==> src/rtl/lsu_pkg.sv <==
// Shared definitions for the load/store unit: RV32I width codes, FSM states
// and the request legality helpers used at accept time.
package lsu_pkg;

  localparam logic [2:0] F3_B  = 3'b000;
  localparam logic [2:0] F3_H  = 3'b001;
  localparam logic [2:0] F3_W  = 3'b010;
  localparam logic [2:0] F3_BU = 3'b100;
  localparam logic [2:0] F3_HU = 3'b101;

  typedef enum logic [2:0] {
    IDLE   = 3'd0,
    RD     = 3'd1,
    RMW_RD = 3'd2,
    RMW_WR = 3'd3,
    WR     = 3'd4,
    RESP   = 3'd5
  } lsu_state_e;

  // Stores have no unsigned variants, so anything above SW is illegal.
  function automatic logic f3_illegal(input logic we, input logic [2:0] f3);
    if (we) return (f3 > F3_W);
    return (f3 == 3'b011) || (f3 == 3'b110) || (f3 == 3'b111);
  endfunction

  function automatic logic misaligned(input logic [2:0] f3, input logic [1:0] off);
    case (f3[1:0])
      2'b01:   return off[0];
      2'b10:   return (off != 2'b00);
      default: return 1'b0;
    endcase
  endfunction

endpackage

==> src/rtl/lsu_align.sv <==
// Combinational lane logic: extracts and extends load data from a memory word
// and merges sub-word store data into the word read during read-modify-write.
module lsu_align
  import lsu_pkg::*;
(
  input  logic [2:0]  i_funct3,
  input  logic [1:0]  i_off,
  input  logic [31:0] i_word,
  input  logic [31:0] i_wdata,
  output logic [31:0] o_load,
  output logic [31:0] o_merged
);

  logic [7:0]  w_byte;
  logic [15:0] w_half;

  always_comb begin
    w_byte = i_word[{i_off, 3'b000} +: 8];
    w_half = i_off[1] ? i_word[31:16] : i_word[15:0];

    o_load = i_word;
    case (i_funct3)
      F3_B:    o_load = {{24{w_byte[7]}}, w_byte};
      F3_H:    o_load = {{16{w_half[15]}}, w_half};
      F3_BU:   o_load = {24'h0, w_byte};
      F3_HU:   o_load = {16'h0, w_half};
      default: o_load = i_word;
    endcase

    // Only the addressed lanes are replaced; the rest keep the fetched bytes.
    o_merged = i_word;
    case (i_funct3)
      F3_B:    o_merged[{i_off, 3'b000} +: 8]    = i_wdata[7:0];
      F3_H:    o_merged[{i_off[1], 4'b0000} +: 16] = i_wdata[15:0];
      default: o_merged = i_wdata;
    endcase
  end

endmodule

==> src/rtl/lsu_mem_ctrl.sv <==
// Load/store controller between the pipeline and a word-wide data memory with
// a combinational read port and a level-sensitive write port.
module lsu_mem_ctrl
  import lsu_pkg::*;
#(
  parameter int MEM_WORDS = 2046
) (
  input  logic        clk,
  input  logic        rst_n,
  input  logic        req_valid,
  output logic        req_ready,
  input  logic        req_we,
  input  logic [2:0]  req_funct3,
  input  logic [31:0] req_addr,
  input  logic [31:0] req_wdata,
  output logic        resp_valid,
  output logic [31:0] resp_rdata,
  output logic        resp_err,
  output logic        mem_re,
  output logic [31:0] mem_raddr,
  input  logic [31:0] mem_rdata,
  output logic        mem_we,
  output logic [31:0] mem_waddr,
  output logic [31:0] mem_wdata,
  output lsu_state_e  dbg_state
);

  // Handshake: a request transfers on a rising edge where req_valid && req_ready;
  // req_ready is high only in IDLE, and each request gets exactly one resp_valid pulse.
  lsu_state_e  r_state, w_next;
  logic        r_err, r_mem_we;
  logic [2:0]  r_funct3;
  logic [31:0] r_addr, r_wdata, r_mem_wdata, r_rdata;
  logic        w_accept, w_err;
  logic [31:0] w_load, w_merged;

  assign w_accept = req_valid && req_ready;
  assign w_err    = f3_illegal(req_we, req_funct3) ||
                    misaligned(req_funct3, req_addr[1:0]) ||
                    ({2'b00, req_addr[31:2]} >= 32'(MEM_WORDS));

  lsu_align u_align (
    .i_funct3 (r_funct3),
    .i_off    (r_addr[1:0]),
    .i_word   (mem_rdata),
    .i_wdata  (r_wdata),
    .o_load   (w_load),
    .o_merged (w_merged)
  );

  always_comb begin
    w_next     = r_state;
    req_ready  = 1'b0;
    mem_re     = 1'b0;
    resp_valid = 1'b0;
    case (r_state)
      IDLE: begin
        req_ready = 1'b1;
        if (req_valid) begin
          if (w_err)                   w_next = RESP;
          else if (!req_we)            w_next = RD;
          else if (req_funct3 == F3_W) w_next = WR;
          else                         w_next = RMW_RD;
        end
      end
      RD:      begin mem_re = 1'b1; w_next = RESP; end
      RMW_RD:  begin mem_re = 1'b1; w_next = RMW_WR; end
      RMW_WR:  w_next = RESP;
      WR:      w_next = RESP;
      RESP:    begin resp_valid = 1'b1; w_next = IDLE; end
      default: w_next = IDLE;
    endcase
  end

  // Write strobe, address and data all come straight from flops so the
  // level-sensitive memory never sees a combinational glitch.
  always_ff @(posedge clk or negedge rst_n) begin
    if (!rst_n) begin
      r_state     <= IDLE;
      r_err       <= 1'b0;
      r_funct3    <= 3'b000;
      r_addr      <= 32'h0;
      r_wdata     <= 32'h0;
      r_mem_we    <= 1'b0;
      r_mem_wdata <= 32'h0;
      r_rdata     <= 32'h0;
    end else begin
      r_state  <= w_next;
      r_mem_we <= (w_next == WR) || (w_next == RMW_WR);
      if (w_accept) begin
        r_err    <= w_err;
        r_funct3 <= req_funct3;
        r_addr   <= req_addr;
        r_wdata  <= req_wdata;
        if (req_we) r_mem_wdata <= req_wdata;
      end
      if (r_state == RMW_RD) r_mem_wdata <= w_merged;
      if (r_state == RD)     r_rdata     <= w_load;
    end
  end

  assign mem_raddr  = {2'b00, r_addr[31:2]};
  assign mem_waddr  = {2'b00, r_addr[31:2]};
  assign mem_we     = r_mem_we;
  assign mem_wdata  = r_mem_wdata;
  assign resp_rdata = r_rdata;
  assign resp_err   = resp_valid && r_err;
  assign dbg_state  = r_state;

endmodule

==> config.mk <==
export PLATFORM = sky130hd
export DESIGN_NAME = lsu_mem_ctrl
export DESIGN_NICKNAME = d
export VERILOG_FILES = /design/src/rtl/lsu_pkg.sv /design/src/rtl/lsu_align.sv /design/src/rtl/lsu_mem_ctrl.sv
export SDC_FILE = /design/constraint.sdc
export NUM_CORES = 1
export LEC_CHECK = 0
export ABC_CLOCK_PERIOD_IN_PS = 2800
export CORE_MARGIN = 3
export CORE_UTILIZATION = 46
export DETAILED_ROUTE_END_ITERATION = 8
export GPL_TIMING_DRIVEN = 1
export MAX_ROUTING_LAYER = met4
export PLACE_DENSITY = 0.91
export SKIP_CTS_REPAIR_TIMING = 1
export SYNTH_ARGS = -nofsm -noshare
export SYNTH_HDL_FRONTEND = slang
export SYNTH_SLANG_ARGS = --single-unit
==> constraint.sdc <==
create_clock -name clk -period 2.8 [get_ports clk]
set_input_delay 0.42 -clock clk [delete_from_list [all_inputs] [get_ports clk]]
set_output_delay 0.42 -clock clk [all_outputs]
set_load 0.03 [all_outputs]
## After elaboration in Yosys (flattened, before gate mapping)

Index checks and enable logic that the tools add are counted.

- Word-level logic and storage cells: 68
- Output and inout port bits: 136
- Bits of input ports: 103
- Flip-flop bits (word level): 136

- Shifts and indexed selects: 5
- Multiplexer cells: 20
- Add/subtract/negate cells: 2
- $lt $le $gt $ge: 2
- Eq/ne operators: 16
- Reduce and logical (&&, ||, !) cells: 15

Operators with widths:

| cell | count |
|---|---|
| $pmux W32 S4 | 1 |
| $mux W32 | 3 |
| $bwmux W32 | 2 |
| $pmux W32 S2 | 1 |
| $shift A16 B7 Y32 const A | 1 |
| $shift A8 B7 Y32 const A | 1 |
| $shiftx A16 B7 Y32 | 1 |
| $shiftx A32 B6 Y8 | 1 |
| $shiftx A8 B7 Y32 | 1 |
| $ge A30 B11 Y1 const B | 1 |
| $eq A3 B3 Y1 const B | 7 |
| $mux W16 | 1 |
| $eq A3 B2 Y1 const B | 5 |
| $neg A5 Y7 | 2 |
| $mux W3 | 4 |
| $pmux W3 S3 | 1 |
| $eq A3 B1 Y1 const B | 2 |
| $logic_not A3 Y1 | 2 |
| $mux W1 | 6 |
| $reduce_bool A2 Y1 | 3 |
| $logic_or A1 B1 Y1 | 5 |
| $gt A3 B2 Y1 const B | 1 |
| $reduce_or A3 Y1 | 1 |
| $eq A2 B1 Y1 const B | 1 |
| 5 further kinds | 6 |

## Depth between registers and ports, before layout

- Depth after elaboration: 11
- Depth in mapped cells: 11
- Gate-level depth less buffers: 7

## By module

Synthesis repeated with hierarchy kept, for this count alone.

- Cell total of the unflattened synthesis: 873
- Area total of the unflattened synthesis: 7901.3 um^2

By module, submodules not included:

| module | times used | cells an instance | seq. area each (um^2) | area an instance (um^2) |
|---|---|---|---|---|
| lsu_mem_ctrl | 1 | 605 | 3403.3 | 5929.4 |
| lsu_align | 1 | 268 | 0.0 | 1971.9 |

## Least setup slack after synthesis

Ideal clock, no wire load.

- Path kind: reg2reg
- Start: register r_addr[1]
- End: register r_mem_wdata[16] (netlist: mem_wdata[16])
- Data arrival time: 2276 ps
- Library setup time: 87 ps
- Path slack: 437 ps
- Clock period less this slack: 2363 ps
- Path buffers: 3
- Stages on the path, launching flop included: 11
- Required time: 2713 ps
- Path through: dfrtp_1 -> buf_6 -> buf_2 -> inv_1 -> clkbuf_1 -> ha_1 -> nand2b_1 -> or4_4 -> a21oi_4 -> nand2_1 -> o211ai_1

- Cells in the longest elaborated chain, start to end: 5
- Elaborated cells between the ends (all ways): 10
- Classes of those cells: 2 x add/sub; 4 x shift; 4 x mux

Ends and longest elaborated chain:

| item | line | RTL |
|---|---|---|
| start, declared | lsu_mem_ctrl.sv:33 | `logic [31:0] r_addr, r_wdata, r_mem_wdata, r_rdata;` |
| start signal, assigned | lsu_mem_ctrl.sv:93 | `r_addr <= req_addr;` |
| $neg A5 Y7 (on tied branches) | lsu_align.sv:34, lsu_align.sv:33 |  |
| $shiftx A16 B7 Y32 (tied with other cells) | lsu_align.sv:34 | `F3_H: o_merged[{i_off[1], 4'b0000} +: 16] = i_wdata[15:0];` |
| $bwmux W32 (on tied branches) | lsu_align.sv:34, lsu_align.sv:33 |  |
| $pmux W32 S2 * | lsu_align.sv:32 | `case (i_funct3)` |
| $mux W32 * | lsu_mem_ctrl.sv:97 | `if (r_state == RMW_RD) r_mem_wdata <= w_merged;` |
| end signal, assigned | lsu_mem_ctrl.sv:95 | `if (req_we) r_mem_wdata <= req_wdata;` |
| end signal, assigned | lsu_mem_ctrl.sv:97 |  |
| end, declared | lsu_mem_ctrl.sv:33 |  |

Mark *: on every way between the ends. The rest lies on a longest branch, timed or not.
A chain may end at the register's enable or synchronous reset.

## Worst setup path after layout

- Start: register r_state[2] (netlist: dbg_state[2])
- End: output port mem_re

- Cells in the longest elaborated chain, start to end: 3
- Elaborated cells between the ends (all ways): 4
- Classes of those cells: 2 x eq/ne; 1 x mux; 1 x reduce/logical

Ends and longest elaborated chain:

| item | line | RTL |
|---|---|---|
| start, declared | lsu_mem_ctrl.sv:30 | `lsu_state_e r_state, w_next;` |
| start signal, assigned | lsu_mem_ctrl.sv:88 | `r_state <= w_next;` |
| $eq A3 B2 Y1 / $eq A3 B1 Y1 (equally long branches) | lsu_mem_ctrl.sv:56 | `case (r_state)` |
| $reduce_or A2 Y1 (no line) * | - |  |
| $mux W1 * | lsu_mem_ctrl.sv:56 |  |
| end, declared | lsu_mem_ctrl.sv:19 | `output logic mem_re,` |

Marked as above.

==> impl_metrics.tcl <==
set metrics [dict create \
    outcome "complete, no violations" \
    syn_area_per_cell_um2 10.4 \
    start_util_pct 48.1 \
    dp_hpwl_um 16600 \
    die_width_um 131 \
    grt-ovfl-total 0 \
    yosys.cell_count.top_type "dfrtp_1" \
    fin_crit_sh_pct 91.9 \
    arrival_ns 2.15 \
    cts_inserted_buffers 17 \
    first_iter_violations 560 \
    fin_ws_ns 0.226 \
    vias 6292 \
    routed_wl_um 22700 \
    yosys.cell_types.count 52 \
    crit_path_top_delay_cell "clkdlybuf4s50_1" \
    port_buffers 234 \
    worstPathCellList "nor2_1, nand2_1, nand2_1, clkdlybuf4s50_1" \
    synth_seq_cells 136 \
    internal_power_mw 7.50 \
    drtPass1Iterations 6 \
    tightest_slew_ns 0.856 \
    cts_root_buf "clkbuf_16" \
    ff2ff_setup_slack_ns 0.36 \
    worstSkewPairLatency_ns 0.43 \
    synth_area_um2 7160 \
    seq_power_share_pct 28.5 \
    viasPerCell 5.98 \
    antenna_found_initial 0 \
    worst_path_dominant_cell_family "buffers and inverters" \
    grt_max_degree 53 \
    hold_viol 0 \
    clk_pin_slew_ns 0.06 \
    fmax_mhz 389 \
    min_path_type "input pin to async pin" \
    netSwitchingPower_mw 5.84 \
    worst_clock_skew_ns 0.00692 \
    synth_top_area_share_pct 47.6 \
    n_antenna_cell 0 \
    cp_max_fo 10 \
    synth_edf_count 0 \
    swShare_pct 43.7 \
    min_period_ns 2.57 \
    register_area_um2 3400 \
    crit_top_cell "nand2_1" \
    rsz0062_at_grt "no" \
    async_reset_ff_share_pct 100 \
    crit_path_start_kind "register" \
    power_frac_comb_pct 54.2 \
    cts-htree-levels 4 \
    dpl.cell_count 1020 \
    ys.flop_type "dfrtp_1" \
    final_nets 967 \
    pwr_density_cell_nw_per_um2 1360 \
    critical-path-max-stage-delay_ns 0.70 \
    core.rowCount 44 \
    drive_gt1_share_pct 15.4 \
    multi_input_area_um2 3010 \
    final_util_pct 66.1 \
    numClockSinks 136 \
    synth_largest_area_cell "dfrtp_1" \
    fp.dieArea_um2 17100 \
    power_leakage_nw 4.02 \
    grt_use_total_pct 27.2 \
    grt_pass1_wl_um 34300 \
    clockBufferDepth 2 \
    fin_cells 1053 \
    ant_nets 0 \
    tns_ns 0 \
    criticalPathCategory "register to output pin" \
    core_area_um2 14900 \
    grt_pass1_vias 6398 \
    synth_area_leaders "dfrtp_1 48%, mux2_2 10%, buf_4 7.8%, a22oi_1 5.1%, nand2_1 4.0%" \
    pwr-share-clk_pct 17.3 \
    drc_errors 0 \
    io_pins 239 \
    yosysWarnings 0 \
    cts_tree "built" \
    area_growth_pct 37.3 \
    setup_violations 0 \
    die_h_um 131 \
    place_congestion 0.934 \
    path_buf_inv 1 \
    worstPathRequired_ns 2.38 \
    maxCapViolations 0 \
    end_kind "output pin" \
    fill_cells 1120 \
    drt-wirelength-per-cell_um 21.6 \
    synth_commonest_cells "136 x dfrtp_1, 76 x nand2_1, 74 x buf_4" \
    seq_area_frac_synth_pct 47.6 \
    drv_slew 0 \
    dp_slack_ns 0.320 \
    ir_drop_mv 0.894 \
    slew_headroom_pct 42.5 \
    netlist_instances 685 \
]
flip-flops by register name (all words and copies together) (netlist names):
signal / cells
r_addr: 32
r_err: 1
mem_wdata: 32
mem_we: 1
r_funct3: 3
dbg_state: 3
r_wdata: 32
resp_rdata: 32
path summary, 6_finish.rpt:
check / endpoint / cells past startpoint / startpoint
setup / recovery: mem_re / 4 / dbg_state[2]
hold / removal: r_addr[29] / 2 / rst_n
setup reg to reg: mem_wdata[14] / 6 / r_addr[0]
hold reg to reg: resp_rdata[5] / 2 / resp_rdata[5]
max in group asynchronous: mem_wdata[3] / 3 / rst_n
min in group clk: resp_rdata[5] / 2 / resp_rdata[5]
power groups by stage:
stage               sequential [mW]  combinational (mW)  clock [mW]
floorplan                      4.41                4.26           0
global placement               3.76                7.03           0
detailed placement             3.78                7.20           0
CTS                            3.78                7.24        2.33
global route                   3.91                7.66        2.42
finish                         3.80                7.23        2.31
cells in the final DEF (no fill, tap or decap), types with 3 or more instances in the layout:
cell type        Yosys  routed
inv_1               15      15
nor2_1              33      33
mux2i_1              9       9
bufinv_16            0       3
a211oi_1             8       8
buf_4               74      19
clkinv_2             0       5
clkbuf_16            0      17
nand2b_1             7       7
ha_1                 8       8
o22ai_1              8       8
nand2_1             76      76
dfrtp_1            136     136
o21ai_1              5       5
o211ai_1             8       8
nor2b_1              8       8
nand3_1             10      10
a22oi_1             49      49
conb_1               1       4
clkinvlp_4           0       5
o21ai_0             27      27
a21oi_1             34      34
a221o_1             15      15
nand4_1              4       4
clkdlybuf4s50_1      0     233
nor4_1               5       5
a221oi_1            16      16
mux2_2              65      65
routing by layer:
layer  wire [um]  GRT usage, %  vias to the layer above
met5           0             -                        -
met4         633          9.86                        0
met3        2170          6.99                       59
met2       11500          45.4                      422
met1        8400          32.0                     3039
li1            -             -                     2772
kinds of logic after synthesis:
kind of cell | after synthesis | share of synthesized area [%]
buffers and inverters | 122 | 10.6
AOI/OAI and AO/OA | 182 | 18.0
other | 1 | 0.0524
and+or+nand+nor | 161 | 10.6
adders and majority gates | 8 | 1.40
muxes | 75 | 11.7
DFF | 136 | 47.6
area by class of cell:
cell class	instances	area share (%)
Inverter	16	0.611
Timing Repair Buffer	255	25.6
Tap cell	184	2.34
Multi-Input combinational cell	430	30.7
Clock inverter	13	1.55
Sequential cell	136	34.6
Clock buffer	19	4.61
stage by stage:
stage	power [mW]	area (um2)	hold WS, ns
6_report	13.3	9830	0.430
5_1_grt	14.0	9830	0.449
4_1_cts	13.4	9820	-0.135
3_5_place_dp	11.0	9210	0.312
3_3_place_gp	10.8	9210	0.307
2_1_floorplan	8.68	7170	0.124
No activity file was read; power rests on OpenSTA's default activity.
